$ cat src/rtl/biu_pkg.sv
// Shared types for the BIU request path: request record and queue FSM states.
package biu_pkg;

    localparam int unsigned BIU_ADDR_WIDTH = 32;
    localparam int unsigned BIU_DATA_WIDTH = 32;

    typedef struct packed {
        logic [BIU_ADDR_WIDTH-1:0] addr;
        logic [BIU_DATA_WIDTH-1:0] data;
        logic                      rnw;
    } biu_req_t;

    typedef enum logic [2:0] {
        IDLE,
        ISSUE,
        WAIT_BUSY,
        WAIT_DONE,
        COMPLETE
    } biu_state_t;

endpackage

$ cat src/rtl/sync_fifo.sv
// Generic DEPTH x WIDTH circular FIFO; pointers carry one extra wrap bit.
module sync_fifo #(
    parameter int unsigned DEPTH = 4,
    parameter int unsigned WIDTH = 8
) (
    input  logic                       clk,
    input  logic                       n_rst,
    input  logic                       push,
    input  logic                       pop,
    input  logic [WIDTH-1:0]           wdata,
    output logic [WIDTH-1:0]           rdata,
    output logic                       full,
    output logic                       empty,
    output logic [$clog2(DEPTH):0]     count
);

    localparam int unsigned AW = $clog2(DEPTH);

    logic [AW:0]      wr_ptr;
    logic [AW:0]      rd_ptr;
    logic [WIDTH-1:0] mem [DEPTH];
    logic             do_push;
    logic             do_pop;

    assign empty   = (wr_ptr == rd_ptr);
    assign full    = (wr_ptr[AW] != rd_ptr[AW]) && (wr_ptr[AW-1:0] == rd_ptr[AW-1:0]);
    assign count   = wr_ptr - rd_ptr;
    assign do_push = push & ~full;
    assign do_pop  = pop & ~empty;
    assign rdata   = mem[rd_ptr[AW-1:0]];

    always_ff @(posedge clk or negedge n_rst) begin
        if (!n_rst) begin
            wr_ptr <= '0;
            rd_ptr <= '0;
        end else begin
            if (do_push) wr_ptr <= wr_ptr + 1'b1;
            if (do_pop)  rd_ptr <= rd_ptr + 1'b1;
        end
    end

    always_ff @(posedge clk) begin
        if (do_push) mem[wr_ptr[AW-1:0]] <= wdata;
    end

endmodule

$ cat src/rtl/biu_request_queue.sv
// Queues producer bus requests and issues them one at a time to biu_master,
// returning read data with a one-cycle valid pulse.
module biu_request_queue
    import biu_pkg::*;
#(
    parameter int unsigned ADDR_WIDTH   = 32,
    parameter int unsigned DATA_WIDTH   = 32,
    parameter int unsigned DEPTH        = 4,
    parameter int unsigned BUSY_TIMEOUT = 4
) (
    input  logic                  clk,
    input  logic                  n_rst,
    input  logic                  i_req_valid,
    output logic                  o_req_ready,
    input  logic [ADDR_WIDTH-1:0] i_req_addr,
    input  logic [DATA_WIDTH-1:0] i_req_data,
    input  logic                  i_req_rnw,
    output logic                  o_rd_valid,
    output logic [DATA_WIDTH-1:0] o_rd_data,
    output logic                  o_overflow,
    input  logic                  i_ovf_clr,
    output logic [ADDR_WIDTH-1:0] o_biu_address,
    output logic [DATA_WIDTH-1:0] o_biu_data_out,
    output logic                  o_biu_rnw,
    output logic                  o_biu_en,
    input  logic                  i_biu_busy,
    input  logic [DATA_WIDTH-1:0] i_biu_data_in,
    output logic                  o_idle
);

    localparam int unsigned REQ_W = ADDR_WIDTH + DATA_WIDTH + 1;
    localparam int unsigned CNT_W = $clog2(DEPTH) + 1;
    localparam int unsigned TMO_W = $clog2(BUSY_TIMEOUT + 1);

    typedef struct packed {
        logic [ADDR_WIDTH-1:0] addr;
        logic [DATA_WIDTH-1:0] data;
        logic                  rnw;
    } req_t;

    req_t             wr_req;
    req_t             head;
    logic             full;
    logic             empty;
    logic [CNT_W-1:0] count;
    logic [CNT_W-1:0] count_nxt;
    logic             push;
    logic             pop;
    biu_state_t       state_q;
    biu_state_t       state_d;
    logic [TMO_W-1:0] tmo_q;
    logic [TMO_W-1:0] tmo_d;

    assign wr_req      = '{addr: i_req_addr, data: i_req_data, rnw: i_req_rnw};
    assign push        = i_req_valid & ~full;
    assign o_req_ready = ~full;
    assign o_biu_en    = (state_q == ISSUE);
    assign count_nxt   = count + CNT_W'(push) - CNT_W'(pop);

    sync_fifo #(
        .DEPTH (DEPTH),
        .WIDTH (REQ_W)
    ) u_fifo (
        .clk   (clk),
        .n_rst (n_rst),
        .push  (push),
        .pop   (pop),
        .wdata (wr_req),
        .rdata (head),
        .full  (full),
        .empty (empty),
        .count (count)
    );

    always_comb begin
        state_d = state_q;
        tmo_d   = tmo_q;
        pop     = 1'b0;
        unique case (state_q)
            IDLE: begin
                if (!empty && !i_biu_busy) begin
                    pop     = 1'b1;
                    state_d = ISSUE;
                end
            end
            ISSUE: begin
                tmo_d   = '0;
                state_d = WAIT_BUSY;
            end
            // Counter must sit at BUSY_TIMEOUT for one evaluation before giving up.
            WAIT_BUSY: begin
                if (i_biu_busy)                          state_d = WAIT_DONE;
                else if (tmo_q == TMO_W'(BUSY_TIMEOUT))  state_d = COMPLETE;
                else                                     tmo_d   = tmo_q + 1'b1;
            end
            WAIT_DONE: begin
                if (!i_biu_busy) state_d = COMPLETE;
            end
            COMPLETE: state_d = IDLE;
            default:  state_d = IDLE;
        endcase
    end

    always_ff @(posedge clk or negedge n_rst) begin
        if (!n_rst) begin
            state_q        <= IDLE;
            tmo_q          <= '0;
            o_biu_address  <= '0;
            o_biu_data_out <= '0;
            o_biu_rnw      <= 1'b0;
            o_rd_valid     <= 1'b0;
            o_rd_data      <= '0;
            o_overflow     <= 1'b0;
            o_idle         <= 1'b1;
        end else begin
            state_q    <= state_d;
            tmo_q      <= tmo_d;
            o_rd_valid <= (state_q == COMPLETE) && o_biu_rnw;
            o_idle     <= (count_nxt == '0) && (state_d == IDLE);
            if (pop) begin
                o_biu_address  <= head.addr;
                o_biu_data_out <= head.data;
                o_biu_rnw      <= head.rnw;
            end
            if ((state_q == COMPLETE) && o_biu_rnw) o_rd_data <= i_biu_data_in;
            if (i_ovf_clr)                        o_overflow <= 1'b0;
            else if (i_req_valid && full)         o_overflow <= 1'b1;
        end
    end

endmodule

$ cat config.mk
export PLATFORM = sky130hd
export DESIGN_NAME = biu_request_queue
export DESIGN_NICKNAME = d
export VERILOG_FILES = /design/src/rtl/biu_pkg.sv /design/src/rtl/sync_fifo.sv /design/src/rtl/biu_request_queue.sv
export SDC_FILE = /design/constraint.sdc
export NUM_CORES = 1
export LEC_CHECK = 0
export CORE_ASPECT_RATIO = 0.8
export CORE_MARGIN = 2
export CORE_UTILIZATION = 40
export DETAILED_ROUTE_END_ITERATION = 10
export GPL_TIMING_DRIVEN = 0
export HOLD_SLACK_MARGIN = 0.02
export PLACE_DENSITY = 0.73
export SYNTH_ARGS = -nofsm -noshare
export SYNTH_HDL_FRONTEND = slang
export SYNTH_HIERARCHICAL = 1
export SYNTH_SLANG_ARGS = --single-unit
export TNS_END_PERCENT = 1
$ cat constraint.sdc
create_clock -name clk -period 3.6 [get_ports clk]
set_input_delay 0.72 -clock clk [delete_from_list [all_inputs] [get_ports clk]]
set_output_delay 0.72 -clock clk [all_outputs]
set_load 0.02 [all_outputs]
== Yosys cells after proc, flatten, opt, wreduce, memory -nomap -nowiden ==
Memory sizes are Yosys's and may differ from the RTL's. A register that Yosys moved wholly into a read port is not among the register bits.
Index checks and enable logic that the tools add are counted.

* Add/sub/neg operators: 6
* Eq/ne operators: 10
* Muxes and demuxes: 14
* Bitwise operators: 5
* Reductions and logical operators: 14

{| class="wikitable"
|+ Operators with widths
! kind !! number
|-
| two-way mux 3 bit || 6
|-
| case mux 3 bit (4 select lines) || 1
|-
| adder 3 x 1 -> 3 bit (second input constant) || 3
|-
| zero test 3 bit || 3
|-
| == test 3 x 2 -> 1 bit (second input constant) || 2
|-
| == test 3 bit (second input constant) || 2
|-
| two-way mux 1 bit || 6
|-
| case mux 3 bit (2 select lines) || 1
|-
| logical AND 1 bit || 5
|-
| inequality test 2 bit (second input constant) || 2
|-
| nonzero test 2 bit || 2
|-
| adder 3 x 1 -> 3 bit || 1
|-
| bitwise AND 1 bit || 3
|-
| == test 3 x 1 -> 1 bit (second input constant) || 1
|-
| == test 3 bit || 1
|-
| zero test 1 bit || 3
|-
| AND reduction 3 bit || 1
|-
| subtractor 3 x 1 -> 3 bit || 1
|-
| subtractor 3 bit || 1
|-
| == test 2 bit || 1
|-
| NOT 1 bit || 2
|-
| inequality test 1 bit || 1
|}

* Register bits after elaboration: 47
* Memory bits (writable): 260
* Bits of input ports: 102
* Output and inout bits: 102
* Word-level logic and storage cells: 58
* Memories: 1

{| class="wikitable"
|+ Memories
! name !! depth !! bits a word !! rd ports !! clocked after memory_dff !! wr ports !! line !! text
|-
| u_fifo.mem || 4 || 65 || 1 || 1 || 1 || sync_fifo.sv:21 || <nowiki>logic [WIDTH-1:0] mem [DEPTH];</nowiki>
|}

== Depth between registers and ports, before layout ==
* Depth in word-level cells: 8
* Mapped depth: 17
* Mapped depth without buffers: 13

== By module ==
Netlist, hierarchy kept.

{| class="wikitable"
|+ By module, submodules not included
! module !! instances !! cells an instance !! area an instance (µm²) !! sequential area each (µm²)
|-
| sync_fifo || 1 || 384 || 9833.2 || 7957.6
|-
| biu_request_queue || 1 || 259 || 4279.1 || 2653.8
|}

== Least setup slack after synthesis ==
Ideal clock, no wire load.

* Path type: register to register
* From: register u_fifo.rd_ptr[1]
* To: memory u_fifo/mem[1][0] (netlist name) (enable)
* Library setup time: 430 ps
* Arrival: 3311 ps
* Required time: 3170 ps
* Slack: -141 ps
* Cell stages (with the launch flop): 11
* Path buffers: 2
* Clock period less this slack: 3741 ps
* Cell sequence: dfrtp_1 buf_2 buf_2 inv_1 ha_1 nand3_1 inv_1 inv_1 nand2_1 inv_1 and3_1

* Word-level cells in the longest chain between the ends: 7

{| class="wikitable"
|+ RTL lines
! what !! line !! text
|-
| start: declaration || sync_fifo.sv:20 || <nowiki>logic [AW:0] rd_ptr;</nowiki>
|-
| start signal: assignment || sync_fifo.sv:38 || <nowiki>if (do_pop) rd_ptr <= rd_ptr + 1'b1;</nowiki>
|-
| == test 2 bit || sync_fifo.sv:26 || <nowiki>assign full = (wr_ptr[AW] != rd_ptr[AW]) && (wr_ptr[AW-1:0] == rd_ptr[AW-1:0]);</nowiki>
|-
| logical AND 1 bit || sync_fifo.sv:26 ||
|-
| via full || biu_request_queue.sv:43 || <nowiki>logic full;</nowiki>
|-
| NOT 1 bit || n/a ||
|-
| via o_req_ready || biu_request_queue.sv:14 || <nowiki>output logic o_req_ready,</nowiki>
|-
| bitwise AND 1 bit || biu_request_queue.sv:55 || <nowiki>assign push = i_req_valid & ~full;</nowiki>
|-
| via push || biu_request_queue.sv:47 || <nowiki>logic push;</nowiki>
|-
| bitwise AND 1 bit || sync_fifo.sv:28 || <nowiki>assign do_push = push & ~full;</nowiki>
|-
| two-way mux 1 bit || sync_fifo.sv:43 || <nowiki>if (do_push) mem[wr_ptr[AW-1:0]] <= wdata;</nowiki>
|-
| two-way mux 1 bit (not written as such) || sync_fifo.sv:43 ||
|-
| end: declaration || sync_fifo.sv:21 ||
|}

The timed path passes the listed nets, and every way through them passes these cells.

== Final worst setup path ==
* From: register u_fifo.rd_ptr[1]
* To: register o_idle

* Word-level cells in the longest chain between the ends: 8
* Elaborated cells between the ends (all ways): 17
* Classes of those cells: 3 x add/sub; 2 x eq/ne; 4 x mux; 2 x bitwise; 6 x reduce/logical

{| class="wikitable"
|+ RTL lines
! what !! line !! text
|-
| == test 3 bit || sync_fifo.sv:25 || <nowiki>assign empty = (wr_ptr == rd_ptr);</nowiki>
|-
| via empty || biu_request_queue.sv:44 || <nowiki>logic empty;</nowiki>
|-
| zero test 1 bit || biu_request_queue.sv:81 || <nowiki>if (!empty && !i_biu_busy) begin</nowiki>
|-
| logical AND 1 bit || biu_request_queue.sv:81 ||
|-
| two-way mux 1 bit || biu_request_queue.sv:81 ||
|-
| two-way mux 1 bit || biu_request_queue.sv:79 || <nowiki>unique case (state_q)</nowiki>
|-
| via pop || biu_request_queue.sv:48 || <nowiki>logic pop;</nowiki>
|-
| subtractor 3 x 1 -> 3 bit || biu_request_queue.sv:58 || <nowiki>assign count_nxt = count + CNT_W'(push) - CNT_W'(pop);</nowiki>
|-
| zero test 3 bit || biu_request_queue.sv:119 || <nowiki>o_idle <= (count_nxt == '0) && (state_d == IDLE);</nowiki>
|-
| logical AND 1 bit || biu_request_queue.sv:119 ||
|-
| end signal: assignment || biu_request_queue.sv:119 ||
|-
| end: declaration || biu_request_queue.sv:28 || <nowiki>output logic o_idle</nowiki>
|}

The timed path passes the listed nets, and every way through them passes these cells.
A chain may end at the register's enable or synchronous reset.

==> results by group <==
GRT
  • Initial antenna violation count: 1
  • Vias in the first global route: 7349
  • Maximum number of pins on one net before global-route repair: 65
  • Congestion Overflow GR: 0
  • First-pass GRT wire length: 43370 um
  • All-Layer GR Usage: 0.1554

Placement
  • Setup Slack @ Placement: -0.8838 ns
  • Placed Instances: 1323
  • HPWL after detailed placement: 17990 um
  • Routability congestion estimate from global placement: 0.7555
  • Quantity of I/O buffers inserted on ports: 203

Setup path
  • Slowest cell on the critical path: or4b_4
  • Library cell appearing most often on the critical path: ha_1
  • Number of buffer and inverter stages on the critical path: 6
  • WP data required: 4.02 ns
  • CP cell instances: buf_12, inv_1, ha_1, nand2_2, nor2_1, or4b_4, buf_6, buf_6, inv_2, ha_1, inv_1, ha_1, fa_1, xnor2_2, xnor2_1, nor4_2
  • Stage delay of the slowest cell on the critical path: 0.51 ns
  • Arrival time of data at the critical path endpoint: 3.84 ns
  • Max FO, Critical Path: 10
  • Worst Setup End Kind: register
  • Top delay family on crit path: adder cells
  • CP Launch Type: register
  • Critical path type: register to register
  • Reg2Reg Depth: 16
  • Total number of cells along the worst setup path: 16

STA
  • Tcrit/Tclk final: 0.9495
  • Setup repair after global routing missed its margin: false
  • Final setup violation count: 0
  • Maximum frequency from static timing analysis: 292.6 MHz
  • Max transition margin: 0.5002
  • Slew at the pin closest to its max-slew limit: 0.7497 ns
  • Final worst path period need: 3.418 ns
  • Max-slew violation total from the final report: 0
  • Crit path setup slack, layout: 0.1819 ns
  • Number of hold-slack violations in the final timing report: 0
  • Maximum clock skew at final layout: 0.01929 ns

Final layout
  • Non-filler instance count after layout: 1395
  • Number of fill cells: 2756
  • Area growth from synthesis to layout: 28.98%
  • Fin nets: 1008
  • Fraction of final layout cells with drive strength greater than 1: 0.2874
  • Most frequent standard cell in the layout excluding fill and tap cells: edfxtp_1
  • Most used cells in the layout excluding fill and tap cells: edfxtp_1, clkdlybuf4s50_1, dfrtp_1

Drt
  • DRC errors left: 0
  • Wirelength, routed: 28160 um
  • DR iter-0 viols: 410
  • Detail Route Antenna Nets: 0
  • Routed wire length per instance: 20.18 um
  • Ratio of routed vias to standard cells: 4.914
  • Total via count after detailed routing: 6855
  • Number of optimization iterations in the first detailed-route pass: 4

Clock network
  • H-tree levels: 2
  • Clock tree root buffer cell: clkbuf_16
  • Clock-pin slew on the worst setup and hold paths: 0.06 ns
  • Clock latency at the later pin of the worst-skew pair: 0.52 ns
  • Clock sink count: 372
  • Clock tree from TritonCTS: done
  • Number of clock buffers inserted by TritonCTS: 38
  • Max clock buf depth: 3
  • Number of buffers inserted for hold repair after clock tree synthesis: 0

Floorplan
  • Number of cell rows: 61
  • Initial Util: 0.4064
  • Width of the die: 214 um
  • Area of the die: 0.03681 mm^2
  • Boundary Pins: 204
  • Overall die height: 172 um
  • Core Region: 0.03473 mm^2

Pwr
  • Leak Pwr: 6.712 nW
  • Ratio of total power to cell area: 894.8 mW/mm^2
  • Max IR drop VDD: 0.5327 mV

Synthesis
  • Most common flop cell mapped by yosys: edfxtp_1
  • Synthesized area per cell: 21.95 um^2
  • Cells after synthesis: 643
  • Post-synth design cell area: 0.01411 mm^2
  • Warnings from Yosys: 6
  • Share of the synthesized area in the top cell type: 0.5532
  • Flip-flop and latch count after synthesis: 372
  • Most area-hungry cell type in the Yosys netlist: edfxtp_1
  • Count of flip-flops with a built-in enable after synthesis: 260
  • Register area share after synthesis: 0.7519
  • Number of distinct standard cells referenced by the synthesized netlist: 38
  • Nets in the synthesized netlist: 758
  • Biggest area contributors in the synthesized netlist: edfxtp_1, dfrtp_1, mux4_2
  • Share of flip-flops with an asynchronous set or reset after synthesis: 0.3011

Status
  • Run status: completed

Min path
  • Worst hold path type: primary input to async pin

Run
  • Count of maximum capacitance violations: 0
worst paths after layout:
kind                                  start           endpoint  slack, ns
min in group clk              o_rd_data[24]      o_rd_data[24]       0.50
min                                   n_rst      o_rd_data[22]       0.14
max in group asynchronous             n_rst  o_biu_address[15]       2.72
max reg2reg                u_fifo/rd_ptr[1]             o_idle       0.18
max                        u_fifo/rd_ptr[1]             o_idle       0.18
min reg2reg                   o_rd_data[24]      o_rd_data[24]       0.50
area by class of cell:
class,count,area (um^2),share of cell area
clock buffers,53,1101,0.06049
clock inverters,16,155.1,0.008523
diodes,1,2.502,0.0001375
flip-flops and latches,372,10610,0.5830
well taps,472,590.6,0.03244
repair buffers,211,2193,0.1205
plain buffers,25,198.9,0.01093
multi-input cells,226,3277,0.1800
inverters,19,71.32,0.003918
sequential cells by signal (all words and copies together) (netlist names):
name and cells:
o_biu_rnw 1, u_fifo/rd_ptr 3, o_biu_data_out 32, o_rd_data 32, o_overflow 1, tmo_q 3, o_rd_valid 1, u_fifo/wr_ptr 3
state_q 3, u_fifo/mem 260, o_biu_address 32, o_idle 1
cells in the mapped netlist, types with 2 or more instances:
cell type / number
edfxtp_1: 260
dfrtp_1: 111
mux4_2: 65
mux2_2: 59
mux2_4: 41
inv_1: 19
ha_1: 11
buf_2: 10
buf_6: 10
nand2_1: 7
and3_1: 5
xnor2_1: 5
a21oi_1: 4
clkbuf_1: 4
nor2_1: 4
o21ai_0: 4
fa_1: 2
or4_1: 2
cells by family (layout without fill, tap and decap cells):
group / after synthesis / count (layout) / synth area share
compound gates: 16 / 16 / 0.007537
fa+ha+maj: 13 / 13 / 0.01259
flops: 372 / 372 / 0.7519
xor+xnor: 6 / 6 / 0.004256
other cells: 0 / 1 / 0
mux: 166 / 166 / 0.1951
buf+inv: 45 / 324 / 0.01844
simple gates: 25 / 25 / 0.01011
through the flow:
stage | total power [mW] | util | instance area, um^2 | hold WS [ns] | TNS, ns
global route | 17.14 | 0.5241 | 18200 | 0.1591 | 0
CTS | 16.50 | 0.5235 | 18180 | 0.1305 | 0
detailed placement | 12.49 | 0.4865 | 16890 | 0.4941 | -1.128
global placement | 12.31 | 0.4819 | 16740 | 0.4861 | -816.30
floorplan | 10.18 | - | 14110 | 0.4244 | -27.07
finish | 16.29 | 0.5242 | 18200 | 0.1437 | 0
power by group:
part           internal [mW]  total (mW)  leakage, nW  switching [mW]
Clock                   2.35        3.91        0.615            1.56
Sequential              6.02        6.55         3.76           0.530
Combinational           3.06        5.83         2.34            2.77
Total                   11.4        16.3         6.71            4.86
per-layer routing:
layer  GRT usage  vias to the layer above  wire (um)
met4     0.04530                        0        488
met3     0.03729                       43       1495
met5           0                        -          0
met1      0.2057                     3566      12550
met2      0.2583                      190      13620
li1            -                     3056          -
timing repair:
item / CTS / global route
setup endpoints to repair: 83 / 1
hold endpoints to repair: 0 / 0
gates resized for setup: 6 / 3
buffers inserted: 2 / 1
pin swaps: 1 / 2
(Power assumes the default switching activity.)
